**config.mk**
```make
export PLATFORM = sky130hd
export DESIGN_NAME = entradas_condicionador_flat
export DESIGN_NICKNAME = d
export VERILOG_FILES = /design/src/rtl/entradas_condicionador_if.sv /design/src/rtl/entradas_condicionador.sv /design/src/flat_wrapper.sv
export SDC_FILE = /design/constraint.sdc
export NUM_CORES = 1
export LEC_CHECK = 0
export ABC_AREA = 1
export CAP_MARGIN = 20
export CORE_MARGIN = 1
export CORE_UTILIZATION = 35
export CTS_BUF_LIST = sky130_fd_sc_hd__clkbuf_8
export DETAILED_ROUTE_END_ITERATION = 10
export GPL_ROUTABILITY_DRIVEN = 0
export SLEW_MARGIN = 15
export SYNTH_ARGS = -nofsm -noshare
export SYNTH_HDL_FRONTEND = slang
export SYNTH_SLANG_ARGS = --single-unit
```
**constraint.sdc**
```tcl
create_clock -name clock -period 1.5 [get_ports clock]
set_input_delay 0.375 -clock clock [delete_from_list [all_inputs] [get_ports clock]]
set_output_delay 0.375 -clock clock [all_outputs]
set_load 0.05 [all_outputs]
```
**src/rtl/entradas_condicionador_if.sv**
```systemverilog
// Controller-facing bundle of entradas_condicionador: the timer enable coming back
// from the controller and the clean levels (start/PG/CH/RO/EB/CQ, sensor_fault) going to it.
interface entradas_condicionador_if;
  logic timer_run;
  logic start;
  logic PG;
  logic CH;
  logic RO;
  logic EB;
  logic CQ;
  logic sensor_fault;

  modport master (
    input  timer_run,
    output start, PG, CH, RO, EB, CQ, sensor_fault
  );

  modport slave (
    output timer_run,
    input  start, PG, CH, RO, EB, CQ, sensor_fault
  );
endinterface

```
**src/rtl/entradas_condicionador.sv**
```systemverilog
// Input conditioner for the main controller: 2-FF synchronisers, per-line debouncers and the CQ process timer.
// Optional chatter detection (sticky sensor_fault) is built only when ENTRADAS_CHATTER_EN is defined.
module entradas_condicionador #(
  parameter int DEB_CYCLES    = 16,
  parameter int TIMER_CYCLES  = 1000,
  parameter int CHATTER_LIMIT = 8
) (
  input  logic clock,
  input  logic reset,
  input  logic raw_start,
  input  logic raw_pg,
  input  logic raw_ch,
  input  logic raw_ro,
  input  logic raw_eb,
  entradas_condicionador_if.master ctl
);

  localparam int NUM_CH = 5;
  localparam logic [7:0]  DEB_LAST   = 8'(DEB_CYCLES - 1);
  localparam logic [15:0] TIMER_LAST = 16'(TIMER_CYCLES - 1);

  logic [NUM_CH-1:0] raw;
  logic [NUM_CH-1:0] sync_a;
  logic [NUM_CH-1:0] sync_b;
  logic [NUM_CH-1:0] deb_out;
  logic [7:0]        deb_cnt [NUM_CH];
  logic [15:0]       tcnt;
  logic              cq;

  assign raw = {raw_eb, raw_ro, raw_ch, raw_pg, raw_start};

  always_ff @(posedge clock) begin
    if (reset) begin
      sync_a <= '0;
      sync_b <= '0;
    end else begin
      sync_a <= raw;
      sync_b <= sync_a;
    end
  end

  // A channel commits only after DEB_CYCLES consecutive disagreeing samples; any agreeing sample restarts the count.
  for (genvar i = 0; i < NUM_CH; i++) begin : g_deb
    always_ff @(posedge clock) begin
      if (reset) begin
        deb_out[i] <= 1'b0;
        deb_cnt[i] <= 8'd0;
      end else if (sync_b[i] == deb_out[i]) begin
        deb_cnt[i] <= 8'd0;
      end else if (deb_cnt[i] == DEB_LAST) begin
        deb_out[i] <= sync_b[i];
        deb_cnt[i] <= 8'd0;
      end else begin
        deb_cnt[i] <= deb_cnt[i] + 8'd1;
      end
    end
  end

  // timer_run low always wins, so dropping it on the expiry cycle still clears everything.
  always_ff @(posedge clock) begin
    if (reset || !ctl.timer_run) begin
      tcnt <= 16'd0;
      cq   <= 1'b0;
    end else if (!cq) begin
      if (tcnt == TIMER_LAST) begin
        cq <= 1'b1;
      end else begin
        tcnt <= tcnt + 16'd1;
      end
    end
  end

`ifdef ENTRADAS_CHATTER_EN
  localparam logic [7:0] CHATTER_MAX = 8'(CHATTER_LIMIT);

  logic [7:0]        abort_cnt  [NUM_CH];
  logic [7:0]        stable_cnt [NUM_CH];
  logic [NUM_CH-1:0] chatter_hit;
  logic              fault;

  // An abort is a partially counted debounce that falls back to the current level; 256 quiet cycles forgive them.
  for (genvar i = 0; i < NUM_CH; i++) begin : g_chatter
    always_ff @(posedge clock) begin
      if (reset) begin
        abort_cnt[i]  <= 8'd0;
        stable_cnt[i] <= 8'd0;
      end else if (sync_b[i] != deb_out[i]) begin
        stable_cnt[i] <= 8'd0;
        if (deb_cnt[i] == DEB_LAST) begin
          abort_cnt[i] <= 8'd0;
        end
      end else if (deb_cnt[i] != 8'd0) begin
        stable_cnt[i] <= 8'd0;
        if (abort_cnt[i] != 8'hFF) begin
          abort_cnt[i] <= abort_cnt[i] + 8'd1;
        end
      end else begin
        stable_cnt[i] <= stable_cnt[i] + 8'd1;
        if (stable_cnt[i] == 8'hFF) begin
          abort_cnt[i] <= 8'd0;
        end
      end
    end

    assign chatter_hit[i] = (abort_cnt[i] >= CHATTER_MAX);
  end

  always_ff @(posedge clock) begin
    if (reset) begin
      fault <= 1'b0;
    end else if (|chatter_hit) begin
      fault <= 1'b1;
    end
  end

  assign ctl.sensor_fault = fault;
`else
  // CHATTER_LIMIT only matters when the abort counters are built.
  logic unused_chatter_cfg;
  assign unused_chatter_cfg = (CHATTER_LIMIT > 0);
  assign ctl.sensor_fault   = 1'b0;
`endif

  assign ctl.start = deb_out[0];
  assign ctl.PG    = deb_out[1];
  assign ctl.CH    = deb_out[2];
  assign ctl.RO    = deb_out[3];
  assign ctl.EB    = deb_out[4];
  assign ctl.CQ    = cq;

endmodule

```
**src/flat_wrapper.sv**
```systemverilog
// flat-port wrapper written by rule: the top's interface ports become plain ports
module entradas_condicionador_flat 
#(
  parameter int DEB_CYCLES    = 16,
  parameter int TIMER_CYCLES  = 1000,
  parameter int CHATTER_LIMIT = 8
)
  (clock, reset, raw_start, raw_pg, raw_ch, raw_ro, raw_eb, ctl_timer_run, ctl_start, ctl_PG, ctl_CH, ctl_RO, ctl_EB, ctl_CQ, ctl_sensor_fault);
  entradas_condicionador_if ctl_i ();
  input  logic clock;
  input  logic reset;
  input  logic raw_start;
  input  logic raw_pg;
  input  logic raw_ch;
  input  logic raw_ro;
  input  logic raw_eb;
  input wire logic [$bits(ctl_i.timer_run)-1:0] ctl_timer_run;
  output wire logic [$bits(ctl_i.start)-1:0] ctl_start;
  output wire logic [$bits(ctl_i.PG)-1:0] ctl_PG;
  output wire logic [$bits(ctl_i.CH)-1:0] ctl_CH;
  output wire logic [$bits(ctl_i.RO)-1:0] ctl_RO;
  output wire logic [$bits(ctl_i.EB)-1:0] ctl_EB;
  output wire logic [$bits(ctl_i.CQ)-1:0] ctl_CQ;
  output wire logic [$bits(ctl_i.sensor_fault)-1:0] ctl_sensor_fault;
  assign ctl_i.timer_run = ctl_timer_run;
  assign ctl_start = ctl_i.start;
  assign ctl_PG = ctl_i.PG;
  assign ctl_CH = ctl_i.CH;
  assign ctl_RO = ctl_i.RO;
  assign ctl_EB = ctl_i.EB;
  assign ctl_CQ = ctl_i.CQ;
  assign ctl_sensor_fault = ctl_i.sensor_fault;
  entradas_condicionador #(.DEB_CYCLES(DEB_CYCLES), .TIMER_CYCLES(TIMER_CYCLES), .CHATTER_LIMIT(CHATTER_LIMIT)) u_core (.clock(clock), .reset(reset), .raw_start(raw_start), .raw_pg(raw_pg), .raw_ch(raw_ch), .raw_ro(raw_ro), .raw_eb(raw_eb), .ctl(ctl_i));
endmodule
```
==> qor.yml, run 1 <==
setup_path:
  critPathRequiredTime_ps: 1600
  crit_family: "flip-flops"
  cp.depth: 6
  start_kind: "register"
  worstSetupEndpointType: "register"
  cpMaxStageDelayCell: "edfxtp_1"
  r2r_cells: 6
  cp_cell_sequence: "ha_2, nand4_1, nand3b_1, o211ai_1, buf_4, nor2_1"
  worstPathArrival_ps: 1540
  worstPathMaxFanout: 7
  critPathBufInv: 1
  worst-setup-path-type: "reg2reg"
  cp_slowest_stage_delay_ps: 360
cts:
  path_clk_slew_ps: 70
  cts_buffer_depth: 2
  htree_levels: 3
  cts_num_sinks: 72
  cts_root_buf: "clkbuf_8"
  cts_buffers: 9
  worstSkewPairLatency_ps: 340
  tritoncts: "built"
layout:
  multi_input_area_mm2: 0.00174
  fill_cells: 927
  final_cell_area_mm2: 0.00460
  final_nets: 525
  final_util_pct: 46.6
  n_antenna_cell: 0
  drive_gt1_share_pct: 20.9
  final-seq-area_mm2: 0.00185
  syn_to_final_growth_pct: 28.4
run_status:
  outcome: "finished clean"
power:
  total_power_mw: 3.89
  power_density_mw_per_mm2: 847
  swShare_pct: 22.2
  peakVddDrop_uv: 364
  p_leak_nw: 1.87
  combinationalPowerShare_pct: 5.5
  power.net_switching_mw: 0.865
  p_int_mw: 3.03
  power.share.clock_pct: 38.4
  seqPwrFrac_pct: 56.2
die:
  dieArea_mm2: 0.0106
  core_mm2: 0.00986
  std_cell_rows: 36
  die_x_um: 103
  die_y_um: 103
  ios: 15
  start_util_pct: 36.3
sta:
  final_max_slew_viol_count: 0
  setup_viol: 0
  period_share_pct: 95.8
  period_minus_slack_ps: 1440
  fin_skew_ps: 11.1
  totalNegativeSetupSlack_ps: 0
  hold_violations: 0
  fin_ws_ps: 62.4
  maxClockFrequency_ghz: 0.696
  rsz0062_at_grt: "true"
global_routing:
  grt_max_degree: 14
  grt_overflow: 0
  grt_first_pass_wirelength_mm: 10.8
  antenna_found_initial: 0
  grt_pass1_vias: 2641
  grt_use_total_pct: 13.1
place:
  post-place-ws_ps: -394
  portBuffers: 13
  placed_area_mm2: 0.00424
  hpwl_mm: 4.54
synthesis:
  ys_warn_count: 0
  synth_largest_area_cell: "edfxtp_1"
  avgSynthCellArea_um2: 8.51
  synth_cells: 421
  synth_top_area_share_pct: 33.5
  synth_seq_cells: 72
  yosys.cell_count.top_type: "nor2_1"
  synth_common_cells: "nor2_1, nand2_1, inv_1"
  ys.flop_type: "edfxtp_1"
  async_flop_share_pct: 0
  synth-seq-area-share_pct: 51.4
  synth_area_mm2: 0.00358
  synth_area_leaders: "edfxtp_1, dfxtp_1, nor2_1, nand2_1, inv_1"
  synth.distinct_cells: 33
  synth_edf_count: 40
hold_path:
  hold_class: "reg2reg"
  hold_path_depth: 2
routing:
  vias: 2825
  drtIter0Drc: 73
  firstDrtPassIters: 4
  drtAntennaViolNets: 0
  vias_per_cell: 4.35
  drt-total-wl_mm: 6.41
  wire_per_inst_um: 9.88
  drc: 0
job:
  max_cap_violations: 0
## stage by stage
step,cells,hold WS (ps)
2_1_floorplan,460,388
3_3_place_gp,628,389
3_5_place_dp,628,394
4_1_cts,645,407
5_1_grt,649,433
6_report,649,407
## per-layer routing
layer  share of wire [%]  vias to the layer above  global-route usage [%]
met2                  47                       29                    21.5
met1                  48                     1284                    16.1
met5                   0                        -                       0
met3                 3.2                       14                    3.73
met4                 1.7                        0                    5.74
li1                    -                     1498                       -
## what timing repair did
item | in CTS | in global routing
gates cloned | 0 | 0
pin swaps | 1 | 6
setup buffers | 1 | 4
resized for setup | 2 | 38
setup endpoints to repair | 8 | 52
hold buffers | 0 | 0
## sequential cells by signal, indices dropped and copies added (netlist names)
| signal | flops |
|---|---|
| u_core.ctl.RO | 1 |
| u_core.ctl.CH | 1 |
| u_core.ctl.CQ | 1 |
| u_core.deb_cnt | 40 |
| u_core.sync_b | 5 |
| u_core.sync_a | 5 |
| u_core.ctl.start | 1 |
| u_core.tcnt | 16 |
| u_core.ctl.EB | 1 |
| u_core.ctl.PG | 1 |
## cell type report
cell class	count	share of cell area, %
clock buffers	10	2.99
clock inverters	6	1.14
inverters	57	4.65
flip-flops and latches	72	40.3
multi-input cells	325	37.8
well taps	133	3.62
repair buffers	46	9.53
## kinds of logic after synthesis
group           Yosys count  share of synthesized area [%]
xor+xnor                 25                           6.11
buf+inv                  63                           7.44
compound gates           41                           7.09
flops                    72                           51.4
simple gates            212                           25.6
other cells               2                          0.210
fa+ha+maj                 6                           2.10
## placed cells by master (no fill, tap or decap), drive strengths merged, types with 12 or more instances in the layout
cell | synthesis | layout
a21oi | 25 | 25
buf | 5 | 39
conb | 2 | 41
dfxtp | 32 | 32
edfxtp | 40 | 40
inv | 57 | 61
nand2 | 75 | 75
nand3 | 27 | 27
nor2 | 84 | 84
o21ai | 12 | 12
xor2 | 19 | 19
## power by group through the flow
stage | registers (mW) | clock network [mW] | logic (mW)
CTS | 2.18 | 1.54 | 0.195
detailed placement | 2.23 | 0 | 0.191
floorplan | 2.22 | 0 | 0.120
global placement | 2.23 | 0 | 0.189
finish | 2.19 | 1.49 | 0.212
global route | 2.19 | 1.63 | 0.245
## worst reg2reg max path, stage by stage (launching register included)
cell and delay (ps):
edfxtp_1 360, ha_2 190, nand4_1 100, nand3b_1 210, o211ai_1 110, buf_4 180
nor2_1 50
## path summary, 6_finish.rpt
path	start	to	slack [ps]
setup / recovery	u_core.deb_cnt[4][1]	u_core.deb_cnt[4][6]	60
hold / removal	u_core.sync_a[1]	u_core.sync_b[1]	410
setup reg to reg	u_core.deb_cnt[4][1]	u_core.deb_cnt[4][6]	60
hold reg to reg	u_core.sync_a[1]	u_core.sync_b[1]	410
No activity file was read; power rests on OpenSTA's default activity.
==> run 2, diff against run 1 <==
--- a/config.mk
+++ b/config.mk
@@ -5,13 +5,13 @@
 export SDC_FILE = /design/constraint.sdc
 export NUM_CORES = 1
 export LEC_CHECK = 0
-export ABC_AREA = 1
 export CAP_MARGIN = 20
 export CORE_MARGIN = 1
-export CORE_UTILIZATION = 35
+export CORE_UTILIZATION = 45
 export CTS_BUF_LIST = sky130_fd_sc_hd__clkbuf_8
 export DETAILED_ROUTE_END_ITERATION = 10
 export GPL_ROUTABILITY_DRIVEN = 0
+export PLACE_DENSITY = 0.67
 export SLEW_MARGIN = 15
 export SYNTH_ARGS = -nofsm -noshare
 export SYNTH_HDL_FRONTEND = slang
==> run 2 against run 1 <==
The run now ends with setup timing left; hold slack better by 30 ps; critical path depth down 2; via count down 9.2%; flip-flop and latch count unchanged; clock skew down 3.3 ps.
==> qor.yml, run 2 <==
run_status:
  outcome: "finished, violations left"  # was finished clean
  violations: "setup timing"
die:
  core_mm2: 0.00694  # was 0.00986 mm2
  ios: 15  # unchanged
  std_cell_rows: 30  # was 36
  dieArea_mm2: 0.00768  # was 0.0106 mm2
  start_util_pct: 47.5  # was 36.3%
  die_y_um: 87.7  # was 103 um
  die_x_um: 87.7  # was 103 um
sta:
  setup_viol: 43  # was 0
  totalNegativeSetupSlack_ps: -2630  # was 0 ps
  maxClockFrequency_ghz: 0.629  # was 0.696 GHz
  period_minus_slack_ps: 1590  # was 1440 ps
  final_max_slew_viol_count: 0  # unchanged
  period_share_pct: 106  # was 95.8%
  fin_skew_ps: 7.80  # was 11.1 ps
  fin_ws_ps: -88.6  # was 62.4 ps
  rsz0062_at_grt: "true"  # unchanged
  hold_violations: 0  # unchanged
place:
  placed_area_mm2: 0.00418  # was 0.00424 mm2
  hpwl_mm: 4.50  # was 4.54 mm
  portBuffers: 13  # unchanged
  post-place-ws_ps: -290  # was -394 ps
  placed_cells: 518  # was 628
routing:
  drt-total-wl_mm: 6.73  # was 6.41 mm
  drtIter0Drc: 76  # was 73
  vias: 2565  # was 2825
  drc: 0  # unchanged
  drtAntennaViolNets: 0  # unchanged
  firstDrtPassIters: 4  # unchanged
  vias_per_cell: 4.70  # was 4.35
  wire_per_inst_um: 12.3  # was 9.88 um
cts:
  tritoncts: "built"  # unchanged
  worstSkewPairLatency_ps: 340  # about the same
  path_clk_slew_ps: 80  # was 70 ps
  cts_buffers: 9  # unchanged
  cts_buffer_depth: 2  # unchanged
  cts_root_buf: "clkbuf_8"  # unchanged
  htree_levels: 3  # unchanged
  cts_num_sinks: 72  # unchanged
synthesis:
  async_flop_share_pct: 0  # unchanged
  synth-seq-area-share_pct: 55.8  # was 51.4%
  synth.distinct_cells: 33  # unchanged
  synth_top_area_share_pct: 36.4  # was 33.5%
  synth_common_cells: "nor2_1, edfxtp_1, dfxtp_1"  # was nor2_1, nand2_1, inv_1
  synth_area_mm2: 0.00330  # was 0.00358 mm2
  yosys.cell_count.top_type: "nor2_1"  # unchanged
  synth_simple_gate_area_share_pct: 24.1  # was 25.6%
  synth_top_family_by_area: "simple AND/OR/NAND/NOR gates"  # unchanged
  synth_cells: 320  # was 421
  avgSynthCellArea_um2: 10.3  # was 8.51 um2
  ys.flop_type: "edfxtp_1"  # unchanged
  synth_area_leaders: "edfxtp_1, dfxtp_1, nor2_1, xnor2_1, xor2_1"  # was edfxtp_1, dfxtp_1, nor2_1, nand2_1, inv_1
  synth_fa_ha_area_share_pct: 2.27  # was 2.10%
  synth_compound_area_share_pct: 3.26  # was 7.09%
  synth_xor_area_share_pct: 11.7  # was 6.11%
  ys_warn_count: 0  # unchanged
  synth_edf_count: 40  # unchanged
  synth_seq_cells: 72  # unchanged
  synth_largest_area_cell: "edfxtp_1"  # unchanged
  synthMuxAreaShare_pct: 0.303  # was 0%
layout:
  stdcell_count: 546  # was 649
  n_antenna_cell: 0  # unchanged
  layout_common_cells: "buf_4, conb_1, edfxtp_1"  # was nor2_1, nand2_1, inv_1
  fill_cells: 514  # was 927
  syn_to_final_growth_pct: 44.4  # was 28.4%
  layout.cells.most_common: "buf_4"  # was nor2_1
  final_nets: 459  # was 525
  largest_reg_flops: 40  # unchanged
  drive_gt1_share_pct: 36.7  # was 20.9%
  final_cell_area_mm2: 0.00477  # was 0.00460 mm2
  max_flop_register: "u_core.deb_cnt"  # unchanged
  reg_top3: "u_core.deb_cnt (40), u_core.tcnt (16)"  # unchanged
power:
  peakVddDrop_uv: 756  # was 364 uV
  power_density_mw_per_mm2: 873  # was 847 mW/mm2
  total_power_mw: 4.16  # was 3.89 mW
  p_leak_nw: 1.83  # was 1.87 nW
setup_path:
  start_kind: "register"  # unchanged
  crit_family: "simple AND/OR/NAND/NOR gates"  # was flip-flops
  crit_end: "u_core.deb_cnt[1][5]"  # was u_core.deb_cnt[4][6]
  critPathBufInv: 0  # was 1
  worst-setup-path-type: "reg2reg"  # unchanged
  cpMaxStageDelayCell: "or4_4"  # was edfxtp_1
  cp_cell_sequence: "or4_4, nor2_4, or3_4, nor2_1"  # was ha_2, nand4_1, nand3b_1, o211ai_1, buf_4, nor2_1
  regToRegSetupSlack_ps: -90  # was 60 ps
  cp.depth: 4  # was 6
  cp-startpoint: "u_core.deb_cnt[1][7]"  # was u_core.deb_cnt[4][1]
  r2r_cells: 4  # was 6
  worstSetupEndpointType: "register"  # unchanged
  reg2reg_to: "u_core.deb_cnt[1][5]"  # was u_core.deb_cnt[4][6]
  critPathRequiredTime_ps: 1600  # about the same
  timing.rr.start: "u_core.deb_cnt[1][7]"  # was u_core.deb_cnt[4][1]
  worstPathMaxFanout: 8  # was 7
  cp_slowest_stage_delay_ps: 570  # was 360 ps
  worstPathArrival_ps: 1690  # was 1540 ps
global_routing:
  grt_first_pass_wirelength_mm: 11.3  # was 10.8 mm
  grt_use_total_pct: 19.3  # was 13.1%
  antenna_found_initial: 0  # unchanged
  grt_pass1_vias: 2636  # was 2641
  grt_overflow: 0  # unchanged
  grt_max_degree: 19  # was 14
hold_path:
  hold_class: "reg2reg"  # unchanged
job:
  max_cap_violations: 0  # unchanged
## run 2: report_power, final
part / switching (mW) / leakage, nW / internal (mW)
combinational: 0.133 / 1.04 / 0.136
sequential: 0.0427 / 0.676 / 2.14
clock: 0.736 / 0.114 / 0.974
## run 2: final cells by class
cell class | instances | area (um2) | share of cell area [%]
sequential | 72 | 1850 | 38.8
multi-input combinational | 267 | 1800 | 37.7
timing repair buffer | 87 | 749 | 15.7
clock buffer | 10 | 138 | 2.89
tap | 96 | 120 | 2.52
clock inverter | 6 | 82.6 | 1.73
inverter | 8 | 30.0 | 0.630
## run 2: repair_timing
item                                    CTS  global route
gates resized for setup                  43            35
endpoints found under the setup margin   44            54
pin swaps                                16            14
buffers inserted                          9             4
hold buffers                              0             0
## run 2: worst min-delay path by stage
stage | start | end | slack, ps | cells after the start
after floorplan | u_core.sync_a[0] | u_core.sync_b[0] | 410 | 1
after global placement | u_core.sync_a[1] | u_core.sync_b[1] | 420 | 1
after detailed placement | u_core.sync_a[2] | u_core.sync_b[2] | 420 | 1
after CTS | u_core.sync_a[2] | u_core.sync_b[2] | 440 | 1
after global routing | u_core.sync_a[1] | u_core.sync_b[1] | 460 | 1
final | u_core.sync_a[1] | u_core.sync_b[1] | 440 | 1
## run 2: metal layers
layer	vias up	part of all wire (%)	track usage (%)	routed length [um]
li1	1312	-	-	-
met4	0	1.8	10.7	123
met1	1213	43	21.3	2900
met2	29	52	33.7	3520
met3	11	2.8	5.28	189
met5	-	0	0	0
## run 2: through the flow
step | util [%] | hold slack [ps]
after floorplan | - | 414
after global placement | 60.2 | 420
after detailed placement | 60.2 | 422
after CTS | 66.5 | 440
after global routing | 68.7 | 464
final | 68.7 | 437
## run 2: cells by family after synthesis
group / count (synthesis)
fa+ha+maj: 6
mux: 1
flops: 72
other cells: 2
simple gates: 155
buf+inv: 20
compound gates: 20
xor+xnor: 44
==> run 3, diff against run 2 <==
--- a/config.mk
+++ b/config.mk
@@ -11,7 +11,7 @@
 export CTS_BUF_LIST = sky130_fd_sc_hd__clkbuf_8
 export DETAILED_ROUTE_END_ITERATION = 10
 export GPL_ROUTABILITY_DRIVEN = 0
-export PLACE_DENSITY = 0.67
+export PLACE_DENSITY = 0.64
 export SLEW_MARGIN = 15
 export SYNTH_ARGS = -nofsm -noshare
 export SYNTH_HDL_FRONTEND = slang
==> constraint.sdc (replaced) <==
create_clock -name clock -period 2 [get_ports clock]
set_input_delay 0.5 -clock clock [delete_from_list [all_inputs] [get_ports clock]]
set_output_delay 0.5 -clock clock [all_outputs]
set_load 0.05 [all_outputs]
==> run 3 against run 2 <==
Clock skew is 2.1 ps lower; the run now ends clean; utilization is 13 points lower; first-iteration DRC count is 22% lower; register-to-register slack better by 270 ps; combinational power is 56% lower; clock-buffer cell count is 1 lower; final area is 19% lower; critical path type unchanged; total power is 31% lower; final cell count is 13% lower; highest routed layer unchanged.
==> qor.yml, run 3 (synthesis results as in run 2) <==
routing:
  drtIter0Drc: 59  # was 76
  firstDrtPassIters: 4  # unchanged
  vias: 2245  # was 2565
  drt-total-wl_mm: 5.29  # was 6.73 mm
  wire_per_inst_um: 11.1  # was 12.3 um
  drtAntennaViolNets: 0  # unchanged
  vias_per_cell: 4.72  # was 4.70
  drc: 0  # unchanged
cts:
  cts_root_buf: "clkbuf_8"  # unchanged
  cts_buffers: 9  # unchanged
  holdBufCountCts: 0  # unchanged
  cts_buffer_depth: 2  # unchanged
  cts_resized: 0  # was 43
  worstSkewPairLatency_ps: 350  # was 340 ps
  tritoncts: "built"  # unchanged
  htree_levels: 3  # unchanged
  postCtsSetupBuffers: 0  # was 9
  path_clk_slew_ps: 80  # about the same
  cts_num_sinks: 72  # unchanged
setup_path:
  cp_slowest_stage_delay_ps: 570  # about the same
  critPathRequiredTime_ps: 2290  # was 1600 ps
  worstSetupEndpointType: "register"  # unchanged
  cpMostUsedCell: "or4_1"
  cp_cell_sequence: "nand3_4, or4_1, or4_1, nand2_1"  # was or4_4, nor2_4, or3_4, nor2_1
  critPathBufInv: 0  # unchanged
  cpMaxStageDelayCell: "or4_1"  # was or4_4
  start_kind: "register"  # unchanged
  worst-setup-path-type: "reg2reg"  # unchanged
  worstPathArrival_ps: 2110  # was 1690 ps
  worstPathMaxFanout: 10  # was 8
  crit_family: "simple AND/OR/NAND/NOR gates"  # unchanged
layout:
  reg_top3: "u_core.deb_cnt (40), u_core.tcnt (16)"  # unchanged
  final-seq-area_mm2: 0.00184  # was 0.00185 mm2
  layout.cells.most_common: "nor2_1"  # was buf_4
  final_nets: 389  # was 459
  final_util_pct: 55.6  # was 68.7%
  syn_to_final_growth_pct: 16.9  # was 44.4%
  multi_input_area_mm2: 0.00153  # was 0.00180 mm2
  layout_common_cells: "nor2_1, conb_1, edfxtp_1"  # was buf_4, conb_1, edfxtp_1
  drive_gt1_share_pct: 7.11  # was 36.7%
  n_antenna_cell: 0  # unchanged
  final_cell_area_mm2: 0.00386  # was 0.00477 mm2
  max_flop_register: "u_core.deb_cnt"  # unchanged
  largest_reg_flops: 40  # unchanged
  fill_cells: 621  # was 514
hold_path:
  hold_class: "reg2reg"  # unchanged
power:
  power_density_mw_per_mm2: 747  # was 873 mW/mm2
  combinationalPowerShare_pct: 4.2  # was 6.5%
  power.share.clock_pct: 38.9  # was 41.1%
  power.net_switching_mw: 0.650  # was 0.912 mW
  peakVddDrop_uv: 420  # was 756 uV
  p_leak_nw: 1.39  # was 1.83 nW
  p_int_mw: 2.24  # was 3.25 mW
  total_power_mw: 2.89  # was 4.16 mW
  seqPwrFrac_pct: 56.9  # was 52.4%
  swShare_pct: 22.5  # was 21.9%
global_routing:
  grt_max_degree: 19  # unchanged
  grt_use_total_pct: 15.5  # was 19.3%
  antenna_found_initial: 0  # unchanged
  grt_overflow: 0  # unchanged
  grt_first_pass_wirelength_mm: 9.16  # was 11.3 mm
  grt_pass1_vias: 2137  # was 2636
sta:
  period_share_pct: 91.0  # was 106%
  maxClockFrequency_ghz: 0.549  # was 0.629 GHz
  setup_viol: 0  # was 43
  hold_violations: 0  # unchanged
  rsz0062_at_grt: "false"  # was true
  fin_skew_ps: 5.74  # was 7.80 ps
  totalNegativeSetupSlack_ps: 0  # was -2630 ps
  period_minus_slack_ps: 1820  # was 1590 ps
  final_max_slew_viol_count: 0  # unchanged
die:
  std_cell_rows: 30  # unchanged
  dieArea_mm2: 0.00768  # unchanged
  die_y_um: 87.7  # unchanged
  core_mm2: 0.00694  # unchanged
  die_x_um: 87.7  # unchanged
  ios: 15  # unchanged
  start_util_pct: 47.5  # unchanged
job:
  max_cap_violations: 0  # unchanged
place:
  placed_area_mm2: 0.00366  # was 0.00418 mm2
  hpwl_mm: 3.87  # was 4.50 mm
  portBuffers: 13  # unchanged
run_status:
  outcome: "finished clean"  # was finished, violations left
-- run 3: cell types whose count changed in the layout (fill, tap and decap cells not counted), moves of 5 or more --
| cell | change |
|---|---|
| nor2_1 | +32 |
| nand3_2 | -6 |
| or3_4 | -6 |
| nand3_1 | +6 |
| buf_12 | -6 |
| or4_4 | -5 |
| buf_4 | -63 |
| or4_1 | +5 |
| nor2_4 | -6 |
| dfxtp_2 | -5 |
| nor2_2 | -26 |
| or3_1 | +6 |
| dfxtp_1 | +6 |
-- run 3: metal layers --
layer  vias up  wire length, um  GRT usage (%)
met5         -                0              0
met4         0              115           8.49
met3        11              144           3.20
met2        29             2410           25.3
met1      1029             2620           19.4
li1       1176                -              -
-- run 3: through the flow --
stage / cells / setup slack [ps] / hold slack, ps
after floorplan: 359 / 129 / 414
after global placement: 460 / 100 / 420
after detailed placement: 460 / 68.5 / 429
after CTS: 476 / 165 / 447
after global routing: 476 / 52.7 / 467
final: 476 / 179 / 442
-- run 3: area by class of cell --
type | count | area share [%]
Sequential cell | 72 | 47.7
Multi-Input combinational cell | 267 | 39.5
Timing Repair Buffer | 17 | 3.76
Clock buffer | 9 | 3.21
Tap cell | 96 | 3.11
Clock inverter | 7 | 1.91
Inverter | 8 | 0.778
-- run 3: worst paths after layout --
check                endpoint              from  slack, ps  cells past startpoint
max           u_core.tcnt[13]    u_core.tcnt[3]        180                      4
min          u_core.sync_b[1]  u_core.sync_a[1]        440                      1
max reg2reg   u_core.tcnt[13]    u_core.tcnt[3]        180                      4
min reg2reg  u_core.sync_b[1]  u_core.sync_a[1]        440                      1
-- run 3: power groups by stage --
stage / Combinational [mW] / Clock, mW / Sequential [mW]
2_1_floorplan: 0.0911 / 0 / 1.67
3_3_place_gp: 0.118 / 0 / 1.67
3_5_place_dp: 0.119 / 0 / 1.68
4_1_cts: 0.120 / 1.17 / 1.64
5_1_grt: 0.141 / 1.22 / 1.65
6_report: 0.120 / 1.12 / 1.64
